==> config.mk <==
export PLATFORM = sky130hd
export DESIGN_NAME = pc_fetch_sequencer
export DESIGN_NICKNAME = d
export VERILOG_FILES = /design/src/rtl/pc_fetch_sequencer.sv
export SDC_FILE = /design/constraint.sdc
export NUM_CORES = 1
export LEC_CHECK = 0
export ABC_AREA = 1
export CAP_MARGIN = 40
export CORE_MARGIN = 5
export CORE_UTILIZATION = 30
export DETAILED_ROUTE_END_ITERATION = 8
export HOLD_SLACK_MARGIN = 0.08
export PLACE_DENSITY = 0.62
export SETUP_SLACK_MARGIN = 0.02
export SLEW_MARGIN = 0
export SYNTH_ARGS = -nofsm -noshare
export SYNTH_HDL_FRONTEND = slang
export SYNTH_SLANG_ARGS = --single-unit
==> constraint.sdc <==
create_clock -name clk -period 10.5 [get_ports clk]
set_clock_uncertainty 0.2 [all_clocks]
set_input_delay 2.1 -clock clk [delete_from_list [all_inputs] [get_ports clk]]
set_output_delay 2.1 -clock clk [all_outputs]
set_load 0.03 [all_outputs]
==> src/rtl/pc_fetch_sequencer.sv <==
// MIPS program counter and instruction fetch sequencer: PC selection, imem req/ready handshake, IF/ID delivery.
// Optional BRANCH_DELAY_SLOT_EN: branches and jumps let the delay-slot fetch complete before the PC is redirected.
module pc_fetch_sequencer #(
    parameter logic [31:0] RESET_VECTOR = 32'hBFC0_0000,
    parameter logic [31:0] EXC_VECTOR   = 32'h8000_0180,
    parameter int unsigned PC_STEP      = 4
) (
    input  logic        clk,
    input  logic        reset,
    output logic        imem_req,
    output logic [31:0] imem_addr,
    input  logic        imem_ready,
    input  logic [31:0] imem_rdata,
    output logic        if_valid,
    output logic [31:0] if_instr,
    output logic [31:0] if_pc,
    input  logic        stall,
    input  logic        br_taken,
    input  logic [31:0] br_target,
    input  logic        jmp,
    input  logic [31:0] jmp_target,
    input  logic        exc,
    output logic [31:0] epc
);

    localparam logic [31:0] STEP = 32'(PC_STEP);

    typedef enum logic [1:0] {
        IDLE,
        REQ,
        HOLD
    } state_t;

    typedef enum logic [1:0] {
        PRIO_NONE,
        PRIO_JMP,
        PRIO_BR,
        PRIO_EXC
    } prio_t;

    state_t      state, state_n;
    prio_t       pend_prio, prio_n, new_prio, eff_prio;
    logic [31:0] pc, pc_n;
    logic [31:0] target, target_n, new_target, raw_target, eff_target;
    logic        redirect_pending, pend_n;
    logic        imem_req_n, if_valid_n;
    logic [31:0] if_instr_n, if_pc_n, epc_n;
    logic        new_valid, take_new, eff_pending, eff_squash, eff_delayed;
    logic        fetch_done;

    assign imem_addr = pc;

    // Merge this cycle's redirect with any pending one; equal or higher priority overwrites.
    always_comb begin
        new_valid  = exc | br_taken | jmp;
        new_prio   = PRIO_NONE;
        raw_target = '0;
        if (exc) begin
            new_prio   = PRIO_EXC;
            raw_target = EXC_VECTOR;
        end else if (br_taken) begin
            new_prio   = PRIO_BR;
            raw_target = br_target;
        end else if (jmp) begin
            new_prio   = PRIO_JMP;
            raw_target = jmp_target;
        end
        new_target  = {raw_target[31:2], 2'b00};
        take_new    = new_valid && (!redirect_pending || (new_prio >= pend_prio));
        eff_target  = take_new ? new_target : target;
        eff_prio    = take_new ? new_prio : pend_prio;
        eff_pending = redirect_pending | new_valid;
`ifdef BRANCH_DELAY_SLOT_EN
        eff_squash  = eff_pending && (eff_prio == PRIO_EXC);
        eff_delayed = eff_pending && (eff_prio != PRIO_EXC);
`else
        eff_squash  = eff_pending;
        eff_delayed = 1'b0;
`endif
    end

    // Next-state and next-register logic; the outstanding request is never aborted.
    always_comb begin
        state_n    = state;
        pc_n       = pc;
        target_n   = target;
        prio_n     = pend_prio;
        pend_n     = redirect_pending;
        if_valid_n = if_valid;
        if_instr_n = if_instr;
        if_pc_n    = if_pc;
        epc_n      = epc;
        fetch_done = (state == REQ) && imem_ready;

        if (exc) begin
            epc_n = if_pc;
        end

        if (eff_squash && (state == REQ) && !imem_ready) begin
            pend_n     = 1'b1;
            target_n   = eff_target;
            prio_n     = eff_prio;
            if_valid_n = 1'b0;
        end else if (eff_squash) begin
            pc_n       = eff_target;
            pend_n     = 1'b0;
            prio_n     = PRIO_NONE;
            if_valid_n = 1'b0;
            state_n    = REQ;
        end else if (fetch_done) begin
            if_instr_n = imem_rdata;
            if_pc_n    = pc;
            if_valid_n = 1'b1;
            if (eff_delayed) begin
                pc_n   = eff_target;
                pend_n = 1'b0;
                prio_n = PRIO_NONE;
            end else begin
                pc_n = pc + STEP;
            end
            state_n = stall ? HOLD : REQ;
        end else begin
            if (eff_delayed) begin
                pend_n   = 1'b1;
                target_n = eff_target;
                prio_n   = eff_prio;
            end
            if (!stall) begin
                if_valid_n = 1'b0;
            end
            case (state)
                IDLE:    state_n = REQ;
                REQ:     state_n = REQ;
                HOLD:    state_n = stall ? HOLD : REQ;
                default: state_n = IDLE;
            endcase
        end

        imem_req_n = (state_n == REQ);
    end

    always_ff @(posedge clk or posedge reset) begin
        if (reset) begin
            state            <= IDLE;
            pc               <= RESET_VECTOR;
            target           <= '0;
            pend_prio        <= PRIO_NONE;
            redirect_pending <= 1'b0;
            imem_req         <= 1'b0;
            if_valid         <= 1'b0;
            if_instr         <= '0;
            if_pc            <= '0;
            epc              <= '0;
        end else begin
            state            <= state_n;
            pc               <= pc_n;
            target           <= target_n;
            pend_prio        <= prio_n;
            redirect_pending <= pend_n;
            imem_req         <= imem_req_n;
            if_valid         <= if_valid_n;
            if_instr         <= if_instr_n;
            if_pc            <= if_pc_n;
            epc              <= epc_n;
        end
    end

endmodule
# Word level (Yosys, flattened, before mapping)
# Cells that the tools add are included.
# classes
n_addsub	1
n_lt_le_gt_ge	1
eq_ne	5
mux	23
bitwise	5
reduce_logical	14
# ops
cell	count
$mux 32	6
$add 32x3->32 const B	1
$mux 2	9
$mux 1	7
$eq 2x1->1 const B	2
$logic_and 1x1->1	4
$ne 4x1->1 const B	1
$pmux 2 s2	1
$reduce_and 2->1	2
$reduce_bool 2->1	2
$or 1x1->1	3
$reduce_and 3->1	1
$eq 2x2->1 const B	1
$ge 2x2->1	1
$logic_not 1->1	2
$logic_not 2->1	1
$ne 2x2->1 const B	1
$not 1->1	2
$reduce_or 2->1	1
$logic_or 1x1->1	1
# word_totals
ff_bits	167
in_bits	103

# Longest topological paths before layout
# logic_depth
depth_word	8
depth_mapped	18

# Worst setup path after synthesis
# OpenSTA, ideal clock, no wires.
# synth_timing
path_type	input -> register
startpoint	in br_taken
endpoint	reg pc[30], in the netlist imem_addr[30]
setup_time_ns	0.117
arrival_ns	3.780
setup_slack_ns	6.403
stages	17
n_path_buf	4
cell_sequence	buf_6 -> nor2_4 -> buf_4 -> nor2_1 -> ha_1 -> inv_1 -> nand2_1 -> nand2_1 -> nand2_1 -> nand2_2 -> buf_6 -> buf_8 -> nor2_4 -> nor2_1 -> nor2_1 -> nand2_1 -> nand2_1
# synth_between
elab_chain_cells	7
word_cells_on_any_way	17
# synth_rtl
item	line	text
start, declared	18	input logic br_taken,
$mux 2 / $or 1x1->1 (equally long branches)	61, 55	
$mux 2 / $or 1x1->1 (equally long branches)	58, 55	
$ge 2x2->1 / $or 1x1->1 (equally long branches)	69, 72	
$logic_or 1x1->1 / $logic_and 1x1->1 (equally long branches)	69, 99	
$logic_and 1x1->1, on equally long branches	69, 99	
$mux 32 / $not 1->1 (equally long branches)	-	
$mux 32 / $reduce_and 2->1 (equally long branches)	-	
end signal, assigned	156	pc <= pc_n;
end, declared	43	logic [31:0] pc, pc_n;
# Parallel ways exist; a longest one is shown, timed or not.
# A chain may end at the register's enable or synchronous reset.

# Worst setup path in the final report
# layout_timing
startpoint	in jmp
endpoint	reg target[28]
# layout_between
elab_chain_cells	7
word_cells_on_any_way	14
# layout_rtl
item	line	text
start, declared	20	input logic jmp,
$mux 1	64	end else if (jmp) begin
$mux 2	61	end else if (br_taken) begin
$mux 2	58	if (exc) begin
$ge 2x2->1	69	take_new = new_valid && (!redirect_pending || (new_prio >= pend_prio));
$logic_or 1x1->1	69	
$logic_and 1x1->1	69	
$mux 32	70	eff_target = take_new ? new_target : target;
end signal, assigned	157	target <= target_n;
end, declared	44	logic [31:0] target, target_n, new_target, raw_target, eff_target;
# Parallel ways exist; a longest one is shown, timed or not.

==> flow_metrics.py <==
metrics = {
    "timing": {
        "worst_slew_margin_rel_pct": 44.74,
        "fmax_ghz": 0.1826,
        "setup-violations-final": 0,
        "fin_ws_ps": 5023,
        "min_period_over_period_pct": 52.16,
        "tightest_slew_ps": 829.0,
        "tns_ps": 0,
        "hold_viol": 0,
        "rsz0062_at_grt": "false",
        "fin_crit_ps": 5477,
        "maxSlewViolCount": 0,
    },
    "clock_tree": {
        "root_buffer": "clkbuf_16",
        "htree_num_levels": 4,
        "clk_pin_slew_ps": 70,
        "cts_buffers": 17,
        "cts_tree": "built",
        "clockBufferDepth": 2,
        "postCtsSetupRepairBufs": 0,
        "cts_hold_buf": 0,
        "clk_latency_ps": 430,
        "cts_resized": 0,
        "cts_sinks": 167,
    },
    "worst_setup_path": {
        "cp.required_ps": 10610,
        "cp_slowest_cell": "clkdlybuf4s50_1",
        "path_delay_family": "simple AND/OR/NAND/NOR gates",
        "cp_max_fo": 28,
        "endpoint_kind": "flop",
        "r2r_cells": 7,
        "worst-setup-path-type": "input pin to flop",
        "cp_data_arrival_time_ps": 5590,
        "path_buf_inv": 5,
        "reg2reg_to": "if_instr[2]$_DFFE_PP0P_",
        "reg2reg_from": "redirect_pending$_DFFE_PP0P_",
        "crit_top_cell": "nand2_1",
        "startpoint_type": "input pin",
        "cpPeakStageDelay_ps": 630,
        "rrSetupSlack_ps": 7230,
        "cp_cell_sequence": "clkdlybuf4s50_1 -> inv_2 -> nor2_4 -> nor2_1 -> ha_1 -> inv_1 -> nand2_1 -> nand2_1 -> nand2_1 -> nand2_2 -> buf_16 -> nor2_4 -> inv_2 -> a22o_1",
    },
    "drt": {
        "detail_route.vias_per_cell": 4.561,
        "vias": 7699,
        "routed_wl_microns": 25770,
        "detail-route-antenna-nets": 0,
        "drcViolationCount": 0,
        "drt-pass1-iter-count": 5,
        "route.detailed.wl_per_inst_microns": 15.27,
        "drt_iter0_markers": 561,
    },
    "synthesis": {
        "ys_ff_latch": 167,
        "yosys_warnings": 0,
        "syn-cell-area_sq_mm": 0.008352,
        "ys_types": 31,
        "synth-seq-area-share_pct": 50.17,
        "synth_area_per_cell_sq_um": 7.627,
        "synth_nets": 1201,
        "syn_inst": 1095,
    },
    "floorplan": {
        "start_util_pct": 30.23,
        "die_area_sq_mm": 0.03128,
        "die_width_microns": 176.9,
        "rows": 61,
        "coreArea_sq_mm": 0.02763,
        "die_h_microns": 176.9,
        "io_pins": 233,
    },
    "status": {
        "outcome": "finished clean",
    },
    "cells_and_area": {
        "layout-drive-gt1-share_pct": 5.573,
        "area_growth_syn_to_layout_pct": 36.82,
        "nFillCells": 2780,
        "antennaDiodeCount": 0,
        "nNetsFinal": 1404,
    },
    "run": {
        "max_cap_viol_count": 0,
    },
    "worst_hold_path": {
        "whs_path_depth": 2,
        "whs_endpoint": "if_instr[1]$_DFFE_PP0P_",
        "min_from": "if_instr[1]$_DFFE_PP0P_",
        "worstHoldPathType": "flop to flop",
    },
    "global_routing": {
        "grt.total_usage_pct": 16.36,
        "grt_pass1_vias": 7339,
        "grt_pass1_wl_microns": 40770,
        "grt_max_degree": 68,
        "grtUsageMet1_pct": 22.37,
        "grt.met3_usage_pct": 2.670,
        "grt_overflow_total": 0,
        "grt_use_met2_pct": 26.50,
        "busiest_layer": "met2",
        "antenna_found_initial": 0,
    },
    "placement": {
        "place.port_buffers": 228,
        "globalplace.congestion": 0.7860,
        "hpwl_microns": 18430,
        "pre_cts_ws_ps": 4598,
    },
    "power": {
        "ir_worst_vdd_mv": 0.1047,
        "p_leak_uw": 0.005090,
        "power-per-cell-area_mw_per_mm2": 193.9,
    },
}
[kinds of logic (layout without fill, tap and decap cells)]
family	count (synthesis)	in the layout	share of synthesized area (%)
adders and majority gates	3	3	0.4495
AOI/OAI and AO/OA	162	162	10.35
buffers and inverters	148	363	8.045
DFF	167	167	50.17
xor gates and xnor gates	3	3	0.3147
and+or+nand+nor	612	612	30.67
[worst min-delay path: cells and delay by family, from the launching register on]
kind / cells / cell delay (ps)
flops: 1 / 340
simple gates: 2 / 100
[how the worst max path moves through the flow]
| stage | start | end | slack (ps) | depth (start not counted) |
|---|---|---|---|---|
| finish | jmp | target[28]$_DFFE_PP0P_ | 5020 | 14 |
| global route | jmp | target[9]$_DFFE_PP0P_ | 4730 | 15 |
| CTS | jmp | target[28]$_DFFE_PP0P_ | 5040 | 14 |
| detailed placement | jmp | target[29]$_DFFE_PP0P_ | 4600 | 14 |
| global placement | jmp | target[30]$_DFFE_PP0P_ | 4450 | 13 |
| floorplan | reset | epc[0]$_DFFE_PP0P_ | 3700 | 1 |
[cells in the final DEF, fill, tap and decap left out, types with 2 or more instances in the layout]
master | synthesis | final
inv_1 | 91 | 90
ha_1 | 3 | 3
a21oi_1 | 33 | 33
dfrtp_1 | 158 | 158
nand2_2 | 2 | 2
nand2_4 | 3 | 3
nor2_2 | 4 | 4
a22o_1 | 8 | 8
clkbuf_16 | 0 | 17
dfstp_2 | 9 | 9
nor2_1 | 61 | 61
nand2_1 | 444 | 444
buf_4 | 10 | 5
clkinv_4 | 0 | 2
inv_6 | 0 | 3
o21ai_0 | 99 | 99
nand3_1 | 76 | 76
clkinvlp_4 | 0 | 6
clkinv_2 | 0 | 2
o211ai_1 | 3 | 3
inv_2 | 6 | 6
nand3b_1 | 9 | 9
clkdlybuf4s50_1 | 0 | 228
o21ai_1 | 16 | 16
xnor2_1 | 3 | 3
buf_16 | 0 | 2
nor2_4 | 8 | 8
and2_1 | 2 | 2
[Yosys cell counts]
library cell    n  area (sq um)
a21oi_1        33         165.2
a21oi_4         1         16.27
a22o_1          8         70.07
a22oi_1         1         7.510
and2_1          2         12.51
buf_2          18         90.09
buf_4          10         75.07
buf_6           6         67.56
buf_8           1         15.01
clkbuf_1       16         60.06
dfrtp_1       158          3954
dfstp_2         9         236.5
ha_1            3         37.54
inv_1          91         341.6
inv_2           6         22.52
nand2_1       444          1667
nand2_2         2         12.51
nand2_4         3         33.78
nand3_1        76         380.4
nand3_4         1         17.52
nand3b_1        9         67.56
nand4_1         1         6.260
nor2_1         61         229.0
nor2_2          4         25.02
nor2_4          8         90.09
nor2_8          1         20.02
o211ai_1        3         22.52
o21ai_0        99         495.5
o21ai_1        16         80.08
o31ai_1         1         7.510
xnor2_1         3         26.28
[routing by layer]
| metal | routed length [microns] | vias up |
|---|---|---|
| met5 | 0 | - |
| met4 | 658 | 0 |
| met3 | 1175 | 32 |
| met2 | 12280 | 196 |
| met1 | 11660 | 3610 |
| li1 | - | 3861 |
[final cells by class]
| type | instances | area [sq um] | area share [%] |
|---|---|---|---|
| inverter | 97 | 369.1 | 3.230 |
| clock buffer | 18 | 429.2 | 3.756 |
| clock inverter | 13 | 101.3 | 0.8869 |
| sequential | 167 | 4190 | 36.67 |
| tap | 378 | 473.0 | 4.139 |
| timing repair buffer | 235 | 2375 | 20.78 |
| multi-input combinational | 780 | 3490 | 30.54 |
[metrics by stage]
step                      instances  utilization, %  area [sq um]  hold WS (ps)  power [uW]
after global placement         1655           39.24         10840         253.9        1639
final                          1688           41.36         11430         269.8        2216
after CTS                      1688           41.36         11430         273.5        2242
after global routing           1688           41.36         11430         290.6        2339
after floorplan                1095               -          8352         245.4        1299
after detailed placement       1657           39.44         10900         257.8        1655
[power by group]
group | internal (uW) | leakage, uW | total (uW) | switching (uW)
logic | 300 | 0.00276 | 755 | 455
registers | 779 | 0.00209 | 881 | 103
clock network | 304 | 0.000243 | 579 | 275
[state kept, by name, summed over array words and instances (netlist names)]
register          cells
imem_addr            32
pend_prio             2
state                 2
redirect_pending      1
if_valid              1
if_instr             32
target               32
if_pc                32
imem_req              1
epc                  32
(Power assumes the default switching activity.)
